===== src/rtl/memory_access_stage.sv =====
// MIPS memory stage: data access over an Avalon-style bus with waitrequest, pipeline stall and load
// formatting. Optional misaligned-access trapping is enabled with ALIGNMENT_CHECK_EN.
module memory_access_stage #(
  parameter int unsigned ADDRESS_WIDTH = 32,
  parameter int unsigned DATA_WIDTH    = 32
) (
  input  logic                     clk,
  input  logic                     reset_n,
  input  logic                     memory_to_register_memory,
  input  logic                     memory_to_write_memory,
  input  logic [1:0]               access_size_memory,
  input  logic                     load_unsigned_memory,
  input  logic [ADDRESS_WIDTH-1:0] ALU_output_memory,
  input  logic [DATA_WIDTH-1:0]    write_data_memory,
  output logic [DATA_WIDTH-1:0]    read_data_memory,
  output logic                     stall_memory,
  output logic                     address_error_memory,
  output logic [ADDRESS_WIDTH-1:0] mem_address,
  output logic                     mem_read,
  output logic                     mem_write,
  output logic [3:0]               mem_byteenable,
  output logic [DATA_WIDTH-1:0]    mem_writedata,
  input  logic [DATA_WIDTH-1:0]    mem_readdata,
  input  logic                     mem_waitrequest
);

  typedef enum logic [1:0] {StIdle, StBus, StDone} state_e;

  state_e                   state_q, state_d;
  logic                     mem_read_q, mem_read_d;
  logic                     mem_write_q, mem_write_d;
  logic [3:0]               byteenable_q, byteenable_d;
  logic [ADDRESS_WIDTH-1:0] address_q, address_d;
  logic [DATA_WIDTH-1:0]    writedata_q, writedata_d;
  logic [DATA_WIDTH-1:0]    read_data_q, read_data_d;
  logic                     addr_err_q, addr_err_d;
  logic [1:0]               lane_q, lane_d;
  logic [1:0]               size_q, size_d;
  logic                     unsigned_q, unsigned_d;

  logic                  request;
  logic [1:0]            lane;
  logic                  misaligned;
  logic [3:0]            be_new;
  logic [DATA_WIDTH-1:0] wd_new;
  logic [7:0]            byte_sel;
  logic [15:0]           half_sel;
  logic [DATA_WIDTH-1:0] load_fmt;

  assign request      = memory_to_register_memory | memory_to_write_memory;
  assign lane         = ALU_output_memory[1:0];
  assign stall_memory = request & (state_q != StDone);

`ifdef ALIGNMENT_CHECK_EN
  // Reserved size 2'b10 is treated as a word, hence the test on size[1] alone.
  assign misaligned = ((access_size_memory == 2'b01) & lane[0]) |
                      (access_size_memory[1] & (lane != 2'b00));
`else
  assign misaligned = 1'b0;
`endif

  always_comb begin
    be_new = 4'b1111;
    wd_new = write_data_memory;
    unique case (access_size_memory)
      2'b00: begin
        be_new = 4'b0001 << lane;
        wd_new = {4{write_data_memory[7:0]}};
      end
      2'b01: begin
        be_new = lane[1] ? 4'b1100 : 4'b0011;
        wd_new = {2{write_data_memory[15:0]}};
      end
      default: ;
    endcase
  end

  // Load formatting uses the lane/size captured at request time.
  always_comb begin
    byte_sel = mem_readdata[{lane_q, 3'b000} +: 8];
    half_sel = lane_q[1] ? mem_readdata[31:16] : mem_readdata[15:0];
    unique case (size_q)
      2'b00:   load_fmt = {{24{~unsigned_q & byte_sel[7]}}, byte_sel};
      2'b01:   load_fmt = {{16{~unsigned_q & half_sel[15]}}, half_sel};
      default: load_fmt = mem_readdata;
    endcase
  end

  always_comb begin
    state_d      = state_q;
    mem_read_d   = mem_read_q;
    mem_write_d  = mem_write_q;
    byteenable_d = byteenable_q;
    address_d    = address_q;
    writedata_d  = writedata_q;
    read_data_d  = read_data_q;
    addr_err_d   = 1'b0;
    lane_d       = lane_q;
    size_d       = size_q;
    unsigned_d   = unsigned_q;
    unique case (state_q)
      StIdle: begin
        if (request) begin
          if (misaligned) begin
            addr_err_d = 1'b1;
            state_d    = StDone;
          end else begin
            // A store wins over a simultaneous load.
            mem_write_d  = memory_to_write_memory;
            mem_read_d   = ~memory_to_write_memory;
            byteenable_d = be_new;
            address_d    = {ALU_output_memory[ADDRESS_WIDTH-1:2], 2'b00};
            writedata_d  = wd_new;
            lane_d       = lane;
            size_d       = access_size_memory;
            unsigned_d   = load_unsigned_memory;
            state_d      = StBus;
          end
        end
      end
      StBus: begin
        if (!mem_waitrequest) begin
          if (mem_read_q) read_data_d = load_fmt;
          mem_read_d  = 1'b0;
          mem_write_d = 1'b0;
          state_d     = StDone;
        end
      end
      StDone:  state_d = StIdle;
      default: state_d = StIdle;
    endcase
  end

  always_ff @(posedge clk) begin
    if (!reset_n) begin
      state_q      <= StIdle;
      mem_read_q   <= 1'b0;
      mem_write_q  <= 1'b0;
      byteenable_q <= '0;
      address_q    <= '0;
      writedata_q  <= '0;
      read_data_q  <= '0;
      addr_err_q   <= 1'b0;
      lane_q       <= '0;
      size_q       <= '0;
      unsigned_q   <= 1'b0;
    end else begin
      state_q      <= state_d;
      mem_read_q   <= mem_read_d;
      mem_write_q  <= mem_write_d;
      byteenable_q <= byteenable_d;
      address_q    <= address_d;
      writedata_q  <= writedata_d;
      read_data_q  <= read_data_d;
      addr_err_q   <= addr_err_d;
      lane_q       <= lane_d;
      size_q       <= size_d;
      unsigned_q   <= unsigned_d;
    end
  end

  assign read_data_memory     = read_data_q;
  assign address_error_memory = addr_err_q;
  assign mem_address          = address_q;
  assign mem_read             = mem_read_q;
  assign mem_write            = mem_write_q;
  assign mem_byteenable       = byteenable_q;
  assign mem_writedata        = writedata_q;

endmodule


===== config.mk =====
export PLATFORM = sky130hd
export DESIGN_NAME = memory_access_stage
export DESIGN_NICKNAME = d
export VERILOG_FILES = /design/src/rtl/memory_access_stage.sv
export SDC_FILE = /design/constraint.sdc
export NUM_CORES = 1
export LEC_CHECK = 0
export BUFFER_PORTS_ARGS = -buffer_cell sky130_fd_sc_hd__buf_2
export CAP_MARGIN = 10
export CORE_MARGIN = 4
export CORE_UTILIZATION = 41
export DETAILED_ROUTE_END_ITERATION = 7
export PLACE_DENSITY = 0.69
export REMOVE_ABC_BUFFERS = 1
export SYNTH_ARGS = -nofsm -noshare
export SYNTH_HDL_FRONTEND = slang
export SYNTH_SLANG_ARGS = --single-unit

===== constraint.sdc =====
create_clock -name clk -period 2.12 [get_ports clk]
set_clock_uncertainty 0.15 [all_clocks]
set_input_delay 0.636 -clock clk [delete_from_list [all_inputs] [get_ports clk]]
set_output_delay 0.636 -clock clk [all_outputs]
set_load 0.05 [all_outputs]

-- Word level (Yosys, flattened, before mapping)
Index checks and enable logic that the tools add are counted.
W data, S select, Z words.
- equality and inequality tests: 6
- shift-type cells: 2
- multiplexer cells: 13
- bitwise logic cells: 7
- reductions and logical operators: 8
- operators with widths (kind ; count):
    $pmux W32 S2 ; 2
    $shiftx A32 B6 Y8 ; 1
    $mux W16 ; 1
    $pmux W4 S2 ; 1
    $eq A2 B1 Y1 const B ; 3
    $logic_not A2 Y1 ; 3
    $ne A2 B2 Y1 const B ; 3
    $reduce_and A3 Y1 ; 2
    $mux W2 ; 2
    $mux W4 ; 1
    $pmux W1 S2 ; 2
    $pmux W2 S2 ; 1
    $reduce_and A2 Y1 ; 2
    $shl A1 B2 Y4 const A ; 1
    $and A1 B1 Y1 ; 3
    $mux W1 ; 3
    $not A1 Y1 ; 3
    $reduce_bool A2 Y1 ; 1
    $or A1 B1 Y1 ; 1
- register bits: 107
- input bits: 104
- output and inout bits: 104
- word-level logic and storage cells: 46

-- Longest topological paths before layout
- word-level depth: 3
- gate-level depth with buffers: 6
- depth with buffers taken out: 4

-- Least setup slack after synthesis
Ideal clock, no wire load.
- path kind: input-to-output
- start: input port memory_to_register_memory
- end: output port stall_memory
- data arrival time: 1.441 ns
- path slack: -0.107 ns
- cell stages on the path: 2
- path buffers: 0
- cells stage by stage: nor2_1 -> a21oi_1
- longest elaborated chain between the ends: 2
- ends and longest elaborated chain (item ; RTL line ; text):
    start: declaration ; 9 ; input logic memory_to_register_memory,
    $or A1 B1 Y1 ; 50 ; assign request = memory_to_register_memory | memory_to_write_memory;
    $and A1 B1 Y1 ; 52 ; assign stall_memory = request & (state_q != StDone);
    end: declaration ; 16 ; output logic stall_memory,
No other way between the ends.

-- Final worst setup path
- start: register state_q[0]
- end: output port stall_memory
- longest elaborated chain between the ends: 2
- ends and longest elaborated chain (item ; RTL line ; text):
    start: declaration ; 29 ; state_e state_q, state_d;
    start signal: assignment ; 136 ; state_q <= StIdle;
    start signal: assignment ; 148 ; state_q <= state_d;
    $ne A2 B2 Y1 ; 52 ;
    $and A1 B1 Y1 ; 52 ;
No other way between the ends.

==> out/results.md <==
- **maximum number of pins on one net before global-route repair** 60
- **number of enable flip-flop cells after synthesis** 0
- **FFs w/ async S/R, synth** 0%
- **highest ir drop seen on vdd** 0.4255 mV
- **leading cell types by total area after synthesis** dfxtp_1, nand2_1, a21oi_1
- **power per cell area** 790.5 nW/um^2
- **setup repair after global routing missed its margin** no
- **startpoint of the lowest-slack hold path** mem_address[12]$_SDFFE_PN0P_
- **horizontal die dimension** 113.7 um
- **Non-Filler Cell Area, Final** 5977 um^2
- **DIE HEIGHT** 113.7 um
- **DR DRC count** 0
- **count of yosys warnings during synthesis** 0
- **FF-to-FF End** read_data_memory[0]$_SDFFE_PN0P_
- **Cell Int Power** 2.971 mW
- **Worst Setup Start Kind** flip-flop
- **buffers added on ports** 204
- **sink count of the clock tree** 107
- **Final Wtd Congestion** 0.7990
- **via total after detailed routing** 4,709
- **combinational power share** 27.9%
- **most frequently used flop master after synthesis** dfxtp_1
- **layout overhead on the synthesized area** 30.59%
- **number of max-cap violations** 0
- **Syn Inst Count** 551
- **core outline area** 10,890 um^2
- **number of nets with antenna violations after detailed routing** 0
- **transition time at the pin with the least slew margin** 0.5509 ns
- **post-synth top area share** 46.80%
- **number of iterations in the first detailed-routing pass** 5
- **Setup crit end kind** output port
- **status** finished clean
- **switching power of the nets** 1.754 mW
- **Data required, critical path** 1.33 ns
- **cell depth of the worst hold path** 2
- **fin. max-slew vios** 0
- **wire length of the first global-routing pass** 22,870 um
- **data arrival time of the critical path** 1.24 ns
- **buffer count from post-CTS setup fixing** 0
- **TritonCTS buffer count** 9
- **crit path time final** 2.026 ns
- **share of the synthesized area in compound gates (AO/OA/AOI/OAI)** 23.51%
- **row cnt** 38
- **Design Power** 4.725 mW
- **initial antenna violation count** 0
- **combinational family with the most area after synthesis** compound AO/OA/AOI/OAI gates
- **fraction of the mapped netlist area in simple logic gates** 18.32%
- **Hold Violations, Final** 0
- **area occupied by multi-input gates** 2206 um^2
- **fill cell total of the finished layout** 1,029
- **adder-cell area share of the yosys netlist** 0%
- **Overflow after GRT** 0
- **effective utilization at floorplan** 42.04%
- **number of flip-flops and latches in the synthesized netlist** 107
- **fraction of power spent switching nets** 37.12%
- **register area** 2142 um^2
- **DIE AREA** 12,920 um^2
- **crit path max fanout** 6
- **hold worst-path end** mem_address[12]$_SDFFE_PN0P_
- **clock tree from TritonCTS** done
- **sequential share of power** 47.6%
- **most area-hungry cell type in the Yosys netlist** dfxtp_1
- **leakage power figure** 2.733 nW
- **average detailed-routed wire length per instance** 15.97 um
- **number of global-route vias before repair** 4,686
- **most repeated cell in the gate-level netlist after synthesis** nand2_1
- **fraction of final layout cells sized beyond drive strength 1** 36.46%
- **FF-to-FF path depth** 4
- **clk_lat worst skew** 0.36 ns
- **Clock Path Buffers** 2
- **clock power share** 24.5%
- **Slew Limit Headroom** 63.20%
- **maximum operating frequency** 0.4936 GHz
- **mean instance size in the synthesized netlist** 8.307 um^2
- **number of top-level design ports** 208
- **proportion of synthesized chip area in sequential cells** 46.80%
- **final net count** 845
- **aggregate global-route resource usage** 21.77%
- **critical path class** reg2out
- **multiplexer area fraction after synthesis** 5.987%
- **worst hold path type** reg2reg
- **number of DRC markers in iteration 0** 400
- **antenna diode count** 0
- **startpoint of the lowest-slack register-to-register path** lane_q[1]$_SDFFE_PN0P_
- **standard cell area after detailed placement** 5796 um^2
- **slack of the worst reg-to-reg path** 0.22 ns
- **number of library cell types mapped by synthesis** 42
- **XOR/XNOR share of the synthesized area** 0%
- **number of levels in the clock H-tree** 3
- **post-detailed-routing wire length** 14,150 um
- **vias per std cell** 5.315
- **# resized after CTS** 0
- **post-route fraction of the period consumed by the critical path** 95.57%
- **register clock-pin slew on the reported worst setup and hold paths** 0.11 ns
- **clock root buffer** clkbuf_8
- **hold-fix buffers at CTS** 0
- **total half-perimeter wirelength after legalization and detailed placement** 10,370 um
- **final setup vio count** 0
- **post-synthesis cell area** 4577 um^2
- **top post-synthesis cells by count** nand2_1, dfxtp_1, a21oi_1, o21ai_0, nor2_1
## placed cells by master (no fill, tap or decap), types with 2 or more instances in the layout
cell type	count
buf_12	6
nor3b_2	2
o21bai_1	2
nor2_1	29
mux2i_1	17
buf_2	203
nand3b_1	10
and2_1	2
a31oi_1	3
a21oi_4	2
o211ai_1	7
nor3b_1	3
a311oi_1	8
clkinv_4	4
nand3_1	16
dfxtp_1	107
clkinvlp_4	2
mux2_2	7
a211oi_1	8
a221oi_1	8
clkbuf_8	9
inv_1	4
buf_4	15
nand2_1	119
a21oi_1	70
o21ai_0	52
conb_1	3
a21oi_2	10
## worst max-delay path by stage
stage / from / to / slack (ns) / cells past startpoint
floorplan: memory_to_register_memory / mem_writedata[30]$_SDFFE_PN0P_ / -3.96 / 4
global placement: memory_to_write_memory / mem_writedata[16]$_SDFFE_PN0P_ / 0.14 / 7
detailed placement: mem_readdata[23] / read_data_memory[12]$_SDFFE_PN0P_ / 0.09 / 5
CTS: state_q[0]$_SDFFE_PN0P_ / stall_memory / 0.04 / 3
global route: state_q[0]$_SDFFE_PN0P_ / stall_memory / 0.005 / 3
finish: state_q[0]$_SDFFE_PN0P_ / stall_memory / 0.09 / 3
## through the flow
| step | std cells | setup TNS, ns | hold slack (ns) | util [%] | setup WS, ns |
|---|---|---|---|---|---|
| floorplan | 505 | -245.99 | 0.2863 | - | -3.964 |
| global placement | 870 | 0 | 0.2888 | 53.23 | 0.1370 |
| detailed placement | 870 | 0 | 0.2974 | 53.23 | 0.08717 |
| CTS | 886 | 0 | 0.3128 | 54.87 | 0.04464 |
| global route | 886 | 0 | 0.3267 | 54.90 | 0.004574 |
| finish | 886 | 0 | 0.3103 | 54.90 | 0.09398 |
## layer usage
layer  share of wire, %  GRT usage, %
met1                 40         26.10
met2                 47         36.20
met3                 12         7.745
met4                1.3         7.452
met5                  0             0
## power groups by stage
stage	clock network [mW]	registers, mW	logic, mW
global route	1.28	2.27	1.42
finish	1.16	2.25	1.32
global placement	0	2.28	1.30
detailed placement	0	2.29	1.33
floorplan	0	2.76	0.404
CTS	1.21	2.25	1.33
## final cells by class
cell class / instances / share of cell area (%)
Sequential cell: 107 / 35.84
Clock buffer: 9 / 2.072
Timing Repair Buffer: 225 / 21.02
Tap cell: 140 / 2.931
Inverter: 5 / 0.3140
Multi-Input combinational cell: 393 / 36.91
Clock inverter: 7 / 0.9211
## sequential cells by signal, summed over array words and instances (netlist names)
| register | count |
|---|---|
| lane_q | 2 |
| mem_writedata | 32 |
| mem_address | 30 |
| mem_byteenable | 4 |
| read_data_memory | 32 |
| state_q | 2 |
| size_q | 2 |
| mem_write | 1 |
| mem_read | 1 |
| unsigned_q | 1 |
## worst max-delay path: stages (launching register included)
cell      delay [ns]
dfxtp_1         0.43
inv_1           0.06
a21oi_1         0.14
clkbuf_4        0.24
## cells by family after synthesis
kind of cell | after synthesis
and+or+nand+nor | 190
AOI/OAI and AO/OA | 174
buffers and inverters | 53
other | 1
muxes | 26
DFF | 107
No activity file was read; power rests on OpenSTA's default activity.
